[src/rtl/bc_pkg.sv]
// Shared definitions for the basic-computer accumulator stage: data width,
// ALU function encodings, controller signal indices and an op-decode helper.
// Optional feature macro: BC_ALU_XOR_EN (enables the XOR function on alu_op 110).
package bc_pkg;

    localparam int WIDTH = 16;

    typedef enum logic [2:0] {
        ALU_AND = 3'b000,
        ALU_ADD = 3'b001,
        ALU_LDA = 3'b010,
        ALU_CMA = 3'b011,
        ALU_CIL = 3'b100,
        ALU_CIR = 3'b101,
        ALU_XOR = 3'b110,
        ALU_NOP = 3'b111
    } aluOp_t;

    // Positions of this stage's strobes in the controller's control word.
    localparam int SIG_LD     = 9;
    localparam int SIG_INR    = 10;
    localparam int SIG_CLR    = 11;
    localparam int SIG_E_CMP  = 18;
    localparam int SIG_E_CLR  = 19;
    localparam int SIG_ALU_OP = 20;

    // True when an ld with this function actually writes AC; NOP never does,
    // and XOR only does when the XOR function is built in.
    function automatic logic aluOpWrites(input aluOp_t op);
`ifdef BC_ALU_XOR_EN
        return (op != ALU_NOP);
`else
        return (op != ALU_NOP) && (op != ALU_XOR);
`endif
    endfunction

endpackage

[src/rtl/bc_alu.sv]
// Combinational ALU of the accumulator stage: logic, add, load, complement
// and circulate-through-E functions on AC and DR.
// Optional feature macro: BC_ALU_XOR_EN (alu_op 110 computes AC ^ DR).
module bc_alu
    import bc_pkg::*;
#(
    parameter int WIDTH = bc_pkg::WIDTH
) (
    input  logic [WIDTH-1:0] ac,
    input  logic [WIDTH-1:0] dr,
    input  logic             e,
    input  aluOp_t           alu_op,
    output logic [WIDTH-1:0] result,
    output logic             e_next,
    output logic             carry,
    output logic             ovf
);

    logic [WIDTH:0] sum;

    assign sum = {1'b0, ac} + {1'b0, dr};

    // Select the function result; E only changes for ADD and the circulates.
    always_comb begin
        result = ac;
        e_next = e;
        carry  = 1'b0;
        ovf    = 1'b0;
        unique case (alu_op)
            ALU_AND: result = ac & dr;
            ALU_ADD: begin
                result = sum[WIDTH-1:0];
                carry  = sum[WIDTH];
                e_next = sum[WIDTH];
                ovf    = (ac[WIDTH-1] == dr[WIDTH-1]) &&
                         (sum[WIDTH-1] != ac[WIDTH-1]);
            end
            ALU_LDA: result = dr;
            ALU_CMA: result = ~ac;
            ALU_CIL: begin
                result = {ac[WIDTH-2:0], e};
                e_next = ac[WIDTH-1];
            end
            ALU_CIR: begin
                result = {e, ac[WIDTH-1:1]};
                e_next = ac[0];
            end
`ifdef BC_ALU_XOR_EN
            ALU_XOR: result = ac ^ dr;
`else
            ALU_XOR: result = ac;
`endif
            ALU_NOP: result = ac;
            default: result = ac;
        endcase
    end

endmodule

[src/rtl/bc_acc_unit.sv]
// Accumulator stage of the basic computer: holds AC and E, applies the
// controller's strobes with clr > ld > inr priority on AC and
// e_clr > e_cmp > ALU side effect on E, and registers CO/Z/N/OVF.
// Optional feature macro: BC_ALU_XOR_EN (see bc_alu).
module bc_acc_unit #(
    parameter int WIDTH = bc_pkg::WIDTH
) (
    input  logic             clk,
    input  logic             rst_n,
    input  logic [WIDTH-1:0] dr_data,
    input  logic [WIDTH-1:0] bus_data,
    input  logic             ld,
    input  logic             inr,
    input  logic             clr,
    input  logic             e_cmp,
    input  logic             e_clr,
    input  logic [2:0]       alu_op,
    output logic [WIDTH-1:0] ac,
    output logic             e,
    output logic             co,
    output logic             z,
    output logic             n,
    output logic             ovf
);

    import bc_pkg::*;

    logic [WIDTH-1:0] ac_q, ac_d;
    logic             e_q, e_d;
    logic             co_q, co_d;
    logic             z_q, z_d;
    logic             n_q, n_d;
    logic             ovf_q, ovf_d;

    aluOp_t           aluOp;
    logic [WIDTH-1:0] aluResult;
    logic             aluENext;
    logic             aluCarry;
    logic             aluOvf;
    logic [WIDTH:0]   incSum;
    logic             acWrite;
    logic             aluEffect;

    // Input-register loads will use the bus later; it is not consumed yet.
    logic             unusedBus;
    assign unusedBus = ^bus_data;

    assign aluOp  = aluOp_t'(alu_op);
    assign incSum = {1'b0, ac_q} + {{WIDTH{1'b0}}, 1'b1};

    bc_alu #(
        .WIDTH (WIDTH)
    ) u_alu (
        .ac     (ac_q),
        .dr     (dr_data),
        .e      (e_q),
        .alu_op (aluOp),
        .result (aluResult),
        .e_next (aluENext),
        .carry  (aluCarry),
        .ovf    (aluOvf)
    );

    // Next-state selection: one AC writer wins, flags follow the new AC.
    always_comb begin
        ac_d      = ac_q;
        e_d       = e_q;
        co_d      = co_q;
        z_d       = z_q;
        n_d       = n_q;
        ovf_d     = ovf_q;
        acWrite   = 1'b0;
        aluEffect = 1'b0;

        if (clr) begin
            ac_d    = '0;
            co_d    = 1'b0;
            ovf_d   = 1'b0;
            acWrite = 1'b1;
        end else if (ld) begin
            if (aluOpWrites(aluOp)) begin
                ac_d      = aluResult;
                co_d      = aluCarry;
                ovf_d     = aluOvf;
                acWrite   = 1'b1;
                aluEffect = 1'b1;
            end
        end else if (inr) begin
            ac_d    = incSum[WIDTH-1:0];
            co_d    = incSum[WIDTH];
            ovf_d   = ~ac_q[WIDTH-1] & incSum[WIDTH-1];
            acWrite = 1'b1;
        end

        if (acWrite) begin
            z_d = (ac_d == '0);
            n_d = ac_d[WIDTH-1];
        end

        if (e_clr) begin
            e_d = 1'b0;
        end else if (e_cmp) begin
            e_d = ~e_q;
        end else if (aluEffect) begin
            e_d = aluENext;
        end
    end

    // State registers; reset leaves AC zero so Z starts set.
    always_ff @(posedge clk or negedge rst_n) begin
        if (!rst_n) begin
            ac_q  <= '0;
            e_q   <= 1'b0;
            co_q  <= 1'b0;
            z_q   <= 1'b1;
            n_q   <= 1'b0;
            ovf_q <= 1'b0;
        end else begin
            ac_q  <= ac_d;
            e_q   <= e_d;
            co_q  <= co_d;
            z_q   <= z_d;
            n_q   <= n_d;
            ovf_q <= ovf_d;
        end
    end

    assign ac  = ac_q;
    assign e   = e_q;
    assign co  = co_q;
    assign z   = z_q;
    assign n   = n_q;
    assign ovf = ovf_q;

endmodule
[config.mk]
export PLATFORM = sky130hd
export DESIGN_NAME = bc_acc_unit
export DESIGN_NICKNAME = d
export VERILOG_FILES = /design/src/rtl/bc_pkg.sv /design/src/rtl/bc_alu.sv /design/src/rtl/bc_acc_unit.sv
export SDC_FILE = /design/constraint.sdc
export NUM_CORES = 1
export LEC_CHECK = 0
export CAP_MARGIN = 20
export CORE_AREA = 2 2 79 81
export CTS_BUF_LIST = sky130_fd_sc_hd__clkbuf_8 sky130_fd_sc_hd__clkbuf_16
export CTS_CLUSTER_SIZE = 24
export DETAILED_ROUTE_END_ITERATION = 10
export DIE_AREA = 0 0 81 83
export HOLD_SLACK_MARGIN = 0.08
export PLACE_DENSITY = 0.86
export SKIP_LAST_GASP = 1
export SLEW_MARGIN = 20
export SYNTH_ARGS = -nofsm -noshare
export SYNTH_HDL_FRONTEND = slang
export SYNTH_HIERARCHICAL = 1
export SYNTH_SLANG_ARGS = --single-unit
[constraint.sdc]
create_clock -name clk -period 9 [get_ports clk]
set_input_delay 1.8 -clock clk [delete_from_list [all_inputs] [get_ports clk]]
set_output_delay 1.8 -clock clk [all_outputs]
set_load 0.02 [all_outputs]
==> qor.csv <==
metric;value;unit
Area growth syn-to-layout;14.7;%
Hold Slack;0.485;ns
root buffer cell;clkbuf_8;
H-Tree Depth;1;
CP endpoint kind;flop;
area occupied by multi-input gates;2540;um^2
class of the worst hold path;reg -> reg;
EDFF count, synth;0;
post-synth top area share;15.3;%
skew final;0.00429;ns
Critical Path Start Type;primary input;
post-CTS sizing;0;
Iteration-0 DRC Markers;453;
port bufs;46;
number of top-level pins;63;
row count;28;
Relative slew margins;41.6;%
Pleak;0.00153;uW
Post-DP HPWL;7040;um
cell count after synthesis;429;
vias in the first global route;3423;
largest net degree at the start of global routing;57;
final WL;9860;um
register area;527;um^2
crit-path max FO;4;
initial antenna violation count;0;
Main synth FF type;dfrtp_1;
top cells by count, synth;nand2_1, nor2_1, a21oi_1, dfrtp_1, inv_1;
top-count cell post-synth;nand2_1;
# diodes;0;
slew of the pin with the lowest slew margin;0.874;ns
synthesis warning total;6;
Yosys cell types;76;
RSZ-0062 raised after global routing;false;
register area share after synthesis;16.1;%
CTS Sinks;21;
Synth Cell Area;3270;um^2
grt total ovfl;0;
maxcap violations;0;
FMAX;186;MHz
Die ar.;6720;um^2
worst endpoint required time;9.15;ns
Core ar.;5820;um^2
Setup TNS Final;0;ns
Pre-Repair DR Iteration Count;8;
Global Route Usage Sum;29.7;%
global-route wire length before repair;16400;um
Slew Limit Fails;0;
crit share post-route;59.8;%
syn nets;490;
crit path DAT;5.53;ns
Layout Nets;518;
Syn Area/Cell;7.63;um^2
ANT nets after route;0;
share of cells above drive strength 1;6.80;%
die width;81;um
via count;3630;
post-synth top area cell;dfrtp_1;
Die Y;83;um
Worst-Skew Late Latency;0.26;ns
Tmin final;5.38;ns
status;finished clean;
final setup vio count;0;
Power, Total;371;uW
ranking of synthesized cells by area;dfrtp_1, ha_1, nand2_1, a21oi_1, nor2_1;
Layout fillers;555;
Cell Pwr Density;98.8;nW/um^2
class of the most critical setup path;in -> reg;
VDD IR max;113;uV
CTS Buf Count;3;
clock transition at the registers of the reported paths;0.07;ns
CTS tree;yes;
starting density of the core;56.3;%
drc violations;0;
DR WL/cell;18.6;um
post-CTS setup buffers;0;
Yosys reg bits;21;
Hold Vio Cnt, Final;0;
ys async rst share;100;%
hold_buf cts;0;
number of vias per cell;6.84;
RD Place Congestion;0.996;
clock buffer depth;2;
Final Core Density;64.5;%
==> metal layers <==
layer  vias up  track usage (%)  share of wire [%]
li1       1695                -                  -
met1      1707             42.4                 43
met2       201             46.8                 47
met3        27             3.48                8.3
met4         0             8.47                1.7
met5         -                0                  0
==> cells in the final DEF, fill, tap and decap left out, types with 4 or more instances in the layout <==
| cell | count |
|---|---|
| nor2b_1 | 4 |
| o21ai_1 | 11 |
| dfrtp_1 | 20 |
| xnor2_1 | 14 |
| a22oi_1 | 5 |
| a31oi_1 | 11 |
| a21oi_1 | 31 |
| mux2i_1 | 9 |
| or3_1 | 4 |
| nor3_1 | 13 |
| ha_1 | 18 |
| and3_1 | 6 |
| a21o_1 | 7 |
| nand2b_1 | 10 |
| mux4_2 | 5 |
| o21ai_0 | 19 |
| xor2_1 | 4 |
| nand2_1 | 42 |
| a211oi_1 | 6 |
| o211ai_1 | 4 |
| a311oi_1 | 5 |
| nand4_1 | 5 |
| clkdlybuf4s50_1 | 43 |
| buf_4 | 4 |
| nand3_1 | 14 |
| o2bb2ai_1 | 4 |
| a222oi_1 | 4 |
| mux2_1 | 4 |
| inv_1 | 21 |
| nor2_1 | 36 |
| a221o_1 | 4 |
| a221oi_1 | 6 |
==> metrics by stage <==
step           setup WS, ns  instance area [um^2]  instances
6_report               3.62                  3750        531
5_1_grt                3.45                  3750        531
4_1_cts                3.64                  3760        531
3_5_place_dp           3.43                  3720        527
3_3_place_gp           3.47                  3720        527
2_1_floorplan          4.29                  3270        429
==> final timing paths <==
kind	depth (start not counted)	slack, ns	end	startpoint
worst max-delay path	15	3.62	z	dr_data[0]
worst min-delay path	2	0.49	z	z
worst max register to register	14	5.01	z	ac[0]
worst min register to register	2	0.49	z	z
max in group asynchronous	1	7.15	z	rst_n
min in group asynchronous	1	1.49	ac[8]	rst_n
==> registers in the layout, summed over array words and instances (netlist names) <==
signal and count:
co 1, n 1, ac 16, ovf 1, z 1, e 1
==> area by class of cell <==
type                    count  area share [%]
repair buffers             50            12.7
clock buffers               3            1.10
clock inverters             1           0.100
flip-flops and latches     21            14.0
inverters                  20            2.00
well taps                  75            2.50
multi-input cells         361            67.6
==> cells by family (layout without fill, tap and decap cells) <==
logic type,after synthesis,in the layout,synth area share (%)
DFF,21,21,16.1
buffers and inverters,47,74,6.39
muxes,20,20,8.26
xor gates and xnor gates,18,18,4.82
and+or+nand+nor,156,156,24.4
AOI/OAI and AO/OA,148,148,32.6
adders and majority gates,19,19,7.50
==> critical path: stages <==
cell and delay (ns):
clkdlybuf4s50_1 0.50, ha_1 0.23, inv_1 0.08, fa_1 0.42, and2b_4 0.30, o2111ai_4 0.15
a21oi_4 0.25, a41oi_4 0.17, mux2_1 0.25, a221oi_2 0.06, mux2i_1 0.15, a21oi_1 0.09
o311a_1 0.17, or4_1 0.52, o41ai_1 0.39
==> power breakdown <==
group | switching, uW | leakage [uW] | internal, uW | total, uW
Clock | 30.1 | 0.0000269 | 30.4 | 60.5
Combinational | 105 | 0.00122 | 84.4 | 190
Sequential | 19.3 | 0.000278 | 101 | 120
(Power assumes the default switching activity.)
